[src/rtl/ps2_rx_decoder_if.sv]
// Decoded PS/2 key event bundle: held-key state plus make/break/error strobes.
// The decoder drives it through the master modport; consumers use the slave modport.
interface ps2_rx_decoder_if;
    logic [7:0] ps2_byte;
    logic       ps2_state;
    logic       ps2_ext;
    logic       make_pulse;
    logic       break_pulse;
    logic       frame_err;

    modport master (
        output ps2_byte,
        output ps2_state,
        output ps2_ext,
        output make_pulse,
        output break_pulse,
        output frame_err
    );

    modport slave (
        input ps2_byte,
        input ps2_state,
        input ps2_ext,
        input make_pulse,
        input break_pulse,
        input frame_err
    );
endinterface

[src/rtl/ps2_rx_decoder.sv]
// PS/2 keyboard receiver: pin synchronisation, 11-bit frame deserialisation with checks,
// and E0/F0 prefix decoding into a held key plus one-cycle make/break/error strobes.
module ps2_rx_decoder #(
    parameter int unsigned TIMEOUT_CYCLES = 50000,
    parameter int unsigned SYNC_STAGES    = 2
) (
    input  logic             CLK_50M,
    input  logic             RSTn,
    input  logic             ps2k_clk,
    input  logic             ps2k_data,
    ps2_rx_decoder_if.master rx
);

    localparam int unsigned CntW = (TIMEOUT_CYCLES > 2) ? $clog2(TIMEOUT_CYCLES) : 1;
    localparam logic [CntW-1:0] IdleLast = CntW'(TIMEOUT_CYCLES - 1);

    typedef enum logic [1:0] {StIdle, StExt, StBrk, StExtBrk} dec_state_e;

    logic [SYNC_STAGES-1:0] clk_sync_q, data_sync_q;
    logic                   clk_hist_q;
    logic                   clk_s, data_s, fall;

    logic [3:0]      bit_q, bit_d;
    logic [7:0]      shift_q, shift_d;
    logic            par_q, par_d;
    logic [CntW-1:0] idle_q, idle_d;
    logic            valid_q, valid_d;
    logic            err_q, err_d;

    dec_state_e state_q, state_d;
    logic [7:0] byte_q, byte_d;
    logic       ext_q, ext_d;
    logic       held_q, held_d;
    logic       make_q, make_d;
    logic       brk_q, brk_d;
    logic       ferr_q;
    logic       make_ext;

    assign clk_s  = clk_sync_q[SYNC_STAGES-1];
    assign data_s = data_sync_q[SYNC_STAGES-1];
    assign fall   = clk_hist_q & ~clk_s;

    // Synchronisers reset to the bus idle level so reset release cannot fake an edge.
    always_ff @(posedge CLK_50M or negedge RSTn) begin
        if (!RSTn) begin
            clk_sync_q  <= '1;
            data_sync_q <= '1;
            clk_hist_q  <= 1'b1;
        end else begin
            clk_sync_q  <= {clk_sync_q[SYNC_STAGES-2:0], ps2k_clk};
            data_sync_q <= {data_sync_q[SYNC_STAGES-2:0], ps2k_data};
            clk_hist_q  <= clk_s;
        end
    end

    always_comb begin
        bit_d   = bit_q;
        shift_d = shift_q;
        par_d   = par_q;
        idle_d  = idle_q;
        valid_d = 1'b0;
        err_d   = 1'b0;
        if (fall) begin
            idle_d = '0;
            if (bit_q == 4'd0) begin
                if (data_s) err_d = 1'b1;
                else        bit_d = 4'd1;
            end else if (bit_q <= 4'd8) begin
                shift_d = {data_s, shift_q[7:1]};
                bit_d   = bit_q + 4'd1;
            end else if (bit_q == 4'd9) begin
                par_d = data_s;
                bit_d = 4'd10;
            end else begin
                bit_d = 4'd0;
                if ((^{shift_q, par_q}) && data_s) valid_d = 1'b1;
                else                               err_d   = 1'b1;
            end
        end else if (bit_q != 4'd0) begin
            if (idle_q == IdleLast) begin
                bit_d  = 4'd0;
                idle_d = '0;
                err_d  = 1'b1;
            end else begin
                idle_d = idle_q + CntW'(1);
            end
        end else begin
            idle_d = '0;
        end
    end

    always_ff @(posedge CLK_50M or negedge RSTn) begin
        if (!RSTn) begin
            bit_q   <= 4'd0;
            shift_q <= 8'd0;
            par_q   <= 1'b0;
            idle_q  <= '0;
            valid_q <= 1'b0;
            err_q   <= 1'b0;
        end else begin
            bit_q   <= bit_d;
            shift_q <= shift_d;
            par_q   <= par_d;
            idle_q  <= idle_d;
            valid_q <= valid_d;
            err_q   <= err_d;
        end
    end

    // shift_q still holds the accepted byte while valid_q is high.
    assign make_ext = (state_q == StExt);

    always_comb begin
        state_d = state_q;
        byte_d  = byte_q;
        ext_d   = ext_q;
        held_d  = held_q;
        make_d  = 1'b0;
        brk_d   = 1'b0;
        if (valid_q) begin
            case (state_q)
                StIdle, StExt: begin
                    if (shift_q == 8'hF0) begin
                        state_d = make_ext ? StExtBrk : StBrk;
                    end else if (shift_q == 8'hE0) begin
                        state_d = StExt;
                    end else begin
                        byte_d  = shift_q;
                        ext_d   = make_ext;
                        held_d  = 1'b1;
                        make_d  = 1'b1;
                        state_d = StIdle;
                    end
                end
                StBrk, StExtBrk: begin
                    brk_d = 1'b1;
                    if (shift_q == byte_q && (state_q == StExtBrk) == ext_q) held_d = 1'b0;
                    state_d = StIdle;
                end
                default: state_d = StIdle;
            endcase
        end
    end

    always_ff @(posedge CLK_50M or negedge RSTn) begin
        if (!RSTn) begin
            state_q <= StIdle;
            byte_q  <= 8'd0;
            ext_q   <= 1'b0;
            held_q  <= 1'b0;
            make_q  <= 1'b0;
            brk_q   <= 1'b0;
            ferr_q  <= 1'b0;
        end else begin
            state_q <= state_d;
            byte_q  <= byte_d;
            ext_q   <= ext_d;
            held_q  <= held_d;
            make_q  <= make_d;
            brk_q   <= brk_d;
            ferr_q  <= err_q;
        end
    end

    assign rx.ps2_byte    = byte_q;
    assign rx.ps2_state   = held_q;
    assign rx.ps2_ext     = ext_q;
    assign rx.make_pulse  = make_q;
    assign rx.break_pulse = brk_q;
    assign rx.frame_err   = ferr_q;

endmodule

[src/flat_wrapper.sv]
// flat-port wrapper written by rule: the top's interface ports become plain ports
module ps2_rx_decoder_flat 
#(
    parameter int unsigned TIMEOUT_CYCLES = 50000,
    parameter int unsigned SYNC_STAGES    = 2
)
  (CLK_50M, RSTn, ps2k_clk, ps2k_data, rx_ps2_byte, rx_ps2_state, rx_ps2_ext, rx_make_pulse, rx_break_pulse, rx_frame_err);
  ps2_rx_decoder_if rx_i ();
  input  logic CLK_50M;
  input  logic RSTn;
  input  logic ps2k_clk;
  input  logic ps2k_data;
  output wire logic [$bits(rx_i.ps2_byte)-1:0] rx_ps2_byte;
  output wire logic [$bits(rx_i.ps2_state)-1:0] rx_ps2_state;
  output wire logic [$bits(rx_i.ps2_ext)-1:0] rx_ps2_ext;
  output wire logic [$bits(rx_i.make_pulse)-1:0] rx_make_pulse;
  output wire logic [$bits(rx_i.break_pulse)-1:0] rx_break_pulse;
  output wire logic [$bits(rx_i.frame_err)-1:0] rx_frame_err;
  assign rx_ps2_byte = rx_i.ps2_byte;
  assign rx_ps2_state = rx_i.ps2_state;
  assign rx_ps2_ext = rx_i.ps2_ext;
  assign rx_make_pulse = rx_i.make_pulse;
  assign rx_break_pulse = rx_i.break_pulse;
  assign rx_frame_err = rx_i.frame_err;
  ps2_rx_decoder #(.TIMEOUT_CYCLES(TIMEOUT_CYCLES), .SYNC_STAGES(SYNC_STAGES)) u_core (.CLK_50M(CLK_50M), .RSTn(RSTn), .ps2k_clk(ps2k_clk), .ps2k_data(ps2k_data), .rx(rx_i));
endmodule
[config.mk]
export PLATFORM = sky130hd
export DESIGN_NAME = ps2_rx_decoder_flat
export DESIGN_NICKNAME = d
export VERILOG_FILES = /design/src/rtl/ps2_rx_decoder_if.sv /design/src/rtl/ps2_rx_decoder.sv /design/src/flat_wrapper.sv
export SDC_FILE = /design/constraint.sdc
export NUM_CORES = 1
export LEC_CHECK = 0
export CAP_MARGIN = 20
export CELL_PAD_IN_SITES_DETAIL_PLACEMENT = 0
export CELL_PAD_IN_SITES_GLOBAL_PLACEMENT = 1
export CORE_MARGIN = 8
export CORE_UTILIZATION = 41
export CTS_CLUSTER_SIZE = 12
export DETAILED_ROUTE_END_ITERATION = 7
export DONT_BUFFER_PORTS = 1
export PLACE_DENSITY = 0.78
export SYNTH_ARGS = -nofsm -noshare
export SYNTH_HDL_FRONTEND = slang
export SYNTH_SLANG_ARGS = --single-unit
[constraint.sdc]
create_clock -name CLK_50M -period 4.1 [get_ports CLK_50M]
set_input_delay 0.41 -clock CLK_50M [delete_from_list [all_inputs] [get_ports CLK_50M]]
set_output_delay 0.41 -clock CLK_50M [all_outputs]
set_load 0.01 [all_outputs]
Word-level counts from Yosys, hierarchy flattened
Index checks and enable logic that the tools add are counted.

Register bits after elaboration: 51. Output and inout bits: 13. Bits of input ports: 4.

Add/subtract/negate cells: 2. Bitwise operators: 6. Eq/ne operators: 13. $lt $le $gt $ge: 1. Reduce and logical (&&, ||, !) cells: 15. Muxes and demuxes: 37.

Operators by type and width (count): two-way mux 16 bit (3); two-way mux 4 bit (7); two-way mux 1 bit (24); adder 16 x 1 -> 16 bit, second input constant (1); == test 16 bit, second input constant (1); == test 8 bit, second input constant (2); AND reduction 4 bit (3); parity 9 bit (1); == test 8 bit (1); AND reduction 3 bit (2); NOT 1 bit (5); adder 4 x 1 -> 4 bit, second input constant (1); == test 2 bit, second input constant (2); == test 4 bit, second input constant (1); <= comparator 4 bit, second input constant (1); logical NOT 4 bit (1); inequality test 2 bit, second input constant (2); one-hot mux 2 bit (2 select lines) (1); nonzero test 2 bit (2); nonzero test 4 bit (1); OR reduction 2 bit (2); inequality test 3 bit, second input constant (1); == test 2 x 1 -> 1 bit, second input constant (1); logical AND 1 bit (2); other kinds (6) (6).

Logic depth before layout (Yosys ltp)
Depth after elaboration: 7. Depth in mapped cells: 8. Mapped depth without buffers: 7.

Worst setup path after synthesis
OpenSTA, ideal clock, no wires.

Kind: register to register. Start: reg u_core.bit_q[0]. End: reg u_core.shift_q[0]. Required time: 3.975 ns. Slack: 2.219 ns. Buffers on the path: 0. Clock period less this slack: 1.881 ns. Arrival time: 1.756 ns. Cell stages (with the launch flop): 7. Path through: dfrtp_1 inv_1 ha_1 or2b_2 or2_2 nand3_2 mux2_2.

Longest elaborated chain between the ends: 3. Elaborated cells between the ends (all ways): 4. Those cells by class: order compare (1); bitwise (1); reduce/logical (2).

Ends and longest elaborated chain: start, declared (RTL line ps2_rx_decoder.sv:23) `logic [3:0] bit_q, bit_d;`; start signal, assigned (RTL line ps2_rx_decoder.sv:101) `bit_q <= bit_d;`; parallel branches: the longest is 2 deep, another holds <= comparator 4 bit; AND reduction 3 bit (no source line) *; end signal, assigned (RTL line ps2_rx_decoder.sv:102) `shift_q <= shift_d;`; end, declared (RTL line ps2_rx_decoder.sv:24) `logic [7:0] shift_q, shift_d;`.

Every way passes the cells marked *. A chain may end at the register's enable or synchronous reset.

Worst setup path in the final report
Start: reg u_core.idle_q[0]. End: reg u_core.idle_q[6].

Longest elaborated chain between the ends: 4. Elaborated cells between the ends (all ways): 5. Those cells by class: add/sub (1); eq/ne (1); mux (3).

Ends and longest elaborated chain: start, declared (RTL line ps2_rx_decoder.sv:26) `logic [CntW-1:0] idle_q, idle_d;`; start signal, assigned (RTL line ps2_rx_decoder.sv:104) `idle_q <= idle_d;`; adder 16 x 1 -> 16 bit / == test 16 bit (equally long branches) (RTL line ps2_rx_decoder.sv:85, ps2_rx_decoder.sv:80); two-way mux 16 bit * (RTL line ps2_rx_decoder.sv:80) `if (idle_q == IdleLast) begin`; two-way mux 16 bit * (RTL line ps2_rx_decoder.sv:79) `end else if (bit_q != 4'd0) begin`; two-way mux 16 bit * (RTL line ps2_rx_decoder.sv:63) `if (fall) begin`; net u_core.idle_d[6] (RTL line ps2_rx_decoder.sv:26).

Mark *: on every way through the listed nets, which the timed path passes. The rest lies on a longest branch.

==> impl_metrics.csv <==
group,metric,value,unit
sta,final.period_utilization,51.29,%
pwr,ir_drop,0.2666,mV
setup_path,cp.arrival,2.27,ns
layout,final_cell_mix,"dfrtp_1 (46), nor2_1 (22), mux2_2 (18)",
clocking,clock_path_buffers,2,
synthesis,synth-seq-cells,51,
sta,clock_skew,0.01516,ns
place,hpwl,2809,µm
setup_path,cp-start-kind,"flop",
synthesis,ys_types,42,
setup_path,crit_slowest_cell,"or3_1",
place,dpl_cell_area,0.002435,mm²
sta,tns,0,ns
clocking,cts.sinks,51,
floorplanning,ios,17,
setup_path,cp_cell_sequence,"ha_1 -> nand3_1 -> nor4_1 -> and3_2 -> or3_1 -> nor2_1",
grt,grt_pass1_vias,1466,
setup_path,r2r_slack,2.00,ns
setup_path,endpoint,"u_core.idle_q[6]",
place,portBuffers,0,
synthesis,ys_seq_area_share,54.18,%
route,avgViaCountPerCell,5.114,
grt,antenna_found_initial,0,
grt,grt_pass1_wl,7148,µm
min_path,hp-class,"in -> reg",
setup_path,cp_num_buf_inv,0,
setup_path,r2r_cells,6,
grt,grt_max_degree,52,
place,globalplace.congestion,0.7845,
route,dr.pass1.iters,4,
floorplanning,initial_core_util,42.73,%
clocking,ctsHoldBuffers,2,
route,finalWirelength,4002,µm
layout,final_common_cell,"dfrtp_1",
floorplanning,dieArea,0.008461,mm²
sta,finalHoldViolCount,0,
setup_path,required,4.26,ns
clocking,cts_inserted_buffers,5,
route,vias,1437,
route,routedWlPerCell,14.24,µm
setup_path,worstReg2RegStart,"u_core.idle_q[0]",
grt,grt_use_total,10.32,%
synthesis,synth-warning-count,0,
clocking,post_cts_resized,0,
route,drt-initial-drc-count,57,
floorplanning,std_cell_rows,27,
layout,drive_gt1_share,18.66,%
layout,syn_to_final_growth,9.302,%
sta,worst_slew_pin_slew,0.5320,ns
pwr,p_leak,1.154,nW
place,place_ws,1.996,ns
clocking,htreeDepth,2,
route,drc,0,
floorplanning,fp.coreArea,0.005540,mm²
synthesis,syn_area,0.002367,mm²
floorplanning,die_y,91.99,µm
sta,slew_viol_final,0,
clocking,root_buffer,"clkbuf_8",
clocking,insertion_delay,0.30,ns
run,max_cap_violations,0,
setup_path,timing.rr.end,"u_core.idle_q[6]",
layout,finish.instance_area,0.002587,mm²
sta,fin_ws,1.997,ns
clocking,cts_post_setup_buffers_inserted,0,
sta,fmax,475.5,MHz
synthesis,syn-num-nets,212,
pwr,p_total,1.595,mW
route,ant_nets,0,
sta,fin_crit,2.103,ns
grt,overflow,0,
setup_path,crit_start,"u_core.idle_q[0]",
layout,nets,216,
synthesis,synth_area_per_cell,11.60,µm²
layout,diodes,0,
setup_path,critPathTopFamily,"simple AND/OR/NAND/NOR gates",
sta,rsz0062_at_grt,"false",
setup_path,crit_fanout,16,
sta,final-setup-viol-count,0,
sta,slew_headroom,64.54,%
setup_path,end_kind,"flop",
status,status,"finished, final reports clean",
clocking,clk_pin_slew,0.09,ns
pwr,p_per_area,616.4,mW/mm²
setup_path,critical_path_depth,6,
layout,n_fill_cell,516,
synthesis,netlist_instances,204,
floorplanning,die_x,91.99,µm
setup_path,crit_type,"reg -> reg",
setup_path,critPathMaxStageDelay,0.45,ns
clocking,cts_tree,"built",
[stage by stage]
step | instances | hold slack [ns] | util [%]
6_report | 281 | 0.09877 | 46.70
5_1_grt | 281 | 0.06986 | 46.70
4_1_cts | 281 | 0.08223 | 46.70
3_5_place_dp | 271 | 0.1159 | 43.95
3_3_place_gp | 271 | 0.1158 | 43.95
2_1_floorplan | 204 | 0.1144 | -
[cells by family (layout without fill, tap and decap cells)]
kind of cell               after synthesis  in the layout  share of synthesized area (%)
adders and majority gates                4              4                          2.114
muxes                                   19             19                          8.985
and+or+nand+nor                         70             70                          15.80
AOI/OAI and AO/OA                       20             20                          5.497
buffers and inverters                   10             15                          1.744
DFF                                     51             51                          54.18
xor gates and xnor gates                30             30                          11.68
[power by group]
part | switching, mW | internal, mW
Sequential | 0.157 | 0.605
Clock | 0.169 | 0.184
Combinational | 0.213 | 0.267
[registers in the layout, indices dropped and copies added (netlist names)]
| register | flops |
|---|---|
| u_core.shift_q | 8 |
| u_core.rx.frame_err | 1 |
| u_core.rx.ps2_state | 1 |
| u_core.err_q | 1 |
| u_core.clk_hist_q | 1 |
| u_core.data_sync_q | 2 |
| u_core.clk_sync_q | 2 |
| u_core.bit_q | 4 |
| u_core.state_q | 2 |
| u_core.par_q | 1 |
| u_core.rx.break_pulse | 1 |
| u_core.rx.ps2_ext | 1 |
| u_core.idle_q | 16 |
| u_core.valid_q | 1 |
| u_core.rx.make_pulse | 1 |
| u_core.rx.ps2_byte | 8 |
[Yosys cell counts]
library cell | count | area share (%)
dfrtp_1 | 46 | 49
nor2_1 | 22 | 3.5
mux2_2 | 18 | 8.6
xor2_1 | 15 | 5.5
xnor2_1 | 14 | 5.2
nand2_1 | 12 | 1.9
nand3_1 | 6 | 1.3
a21oi_1 | 5 | 1.1
dfstp_2 | 5 | 5.5
inv_1 | 5 | 0.79
nand4_1 | 5 | 1.3
o21ai_0 | 5 | 1.1
and4_1 | 4 | 1.5
ha_1 | 4 | 2.1
and3_1 | 3 | 0.79
clkbuf_1 | 2 | 0.32
clkbuf_2 | 2 | 0.42
nand2b_1 | 2 | 0.53
nor2b_1 | 2 | 0.53
nor4_1 | 2 | 0.53
nor4b_1 | 2 | 0.74
o21a_1 | 2 | 0.63
or2b_2 | 2 | 0.74
a211oi_1 | 1 | 0.32
a22o_1 | 1 | 0.37
a311o_1 | 1 | 0.42
a31o_2 | 1 | 0.37
a31oi_1 | 1 | 0.26
a41o_1 | 1 | 0.42
and2_1 | 1 | 0.26
and3_2 | 1 | 0.32
buf_2 | 1 | 0.21
mux2i_1 | 1 | 0.42
nand3_2 | 1 | 0.42
nand4b_1 | 1 | 0.37
nor2_2 | 1 | 0.26
o22ai_1 | 1 | 0.26
o31ai_1 | 1 | 0.32
or2_2 | 1 | 0.26
or3_1 | 1 | 0.26
or4_1 | 1 | 0.32
xnor3_1 | 1 | 0.95
[area by class of cell]
cell class                 instances  area (µm²)  area share (%)
sequential                        51        1282           49.56
multi-input combinational        143        1044           40.33
tap                               72       90.09           3.482
clock buffer                       5       68.82           2.660
clock inverter                     3       46.29           1.789
timing repair buffer               2       37.54           1.451
inverter                           5       18.77          0.7253
[per-layer routing]
layer / global-route usage, % / share of wire [%] / up-vias
li1: - / - / 711
met1: 13.27 / 49 / 699
met2: 16.03 / 45 / 22
met3: 3.178 / 5.2 / 5
met4: 3.624 / 0.95 / 0
met5: 0 / 0 / -
[worst min path at each step]
stage          startpoint                    end  slack (ns)  depth (start not counted)
2_1_floorplan        RSTn        u_core.bit_q[0]        0.11                          0
3_3_place_gp         RSTn  u_core.rx.ps2_byte[7]        0.12                          0
3_5_place_dp         RSTn  u_core.rx.ps2_byte[3]        0.12                          0
4_1_cts          ps2k_clk   u_core.clk_sync_q[0]        0.08                          0
5_1_grt          ps2k_clk   u_core.clk_sync_q[0]        0.07                          0
6_report         ps2k_clk   u_core.clk_sync_q[0]         0.1                          0
[worst reg2reg max path, delay by kind of cell (launching register included)]
family | cells | cell delay (ns)
and+or+nand+nor | 5 | 1.28
adders and majority gates | 1 | 0.28
DFF | 1 | 0.42
No activity file was read; power rests on OpenSTA's default activity.
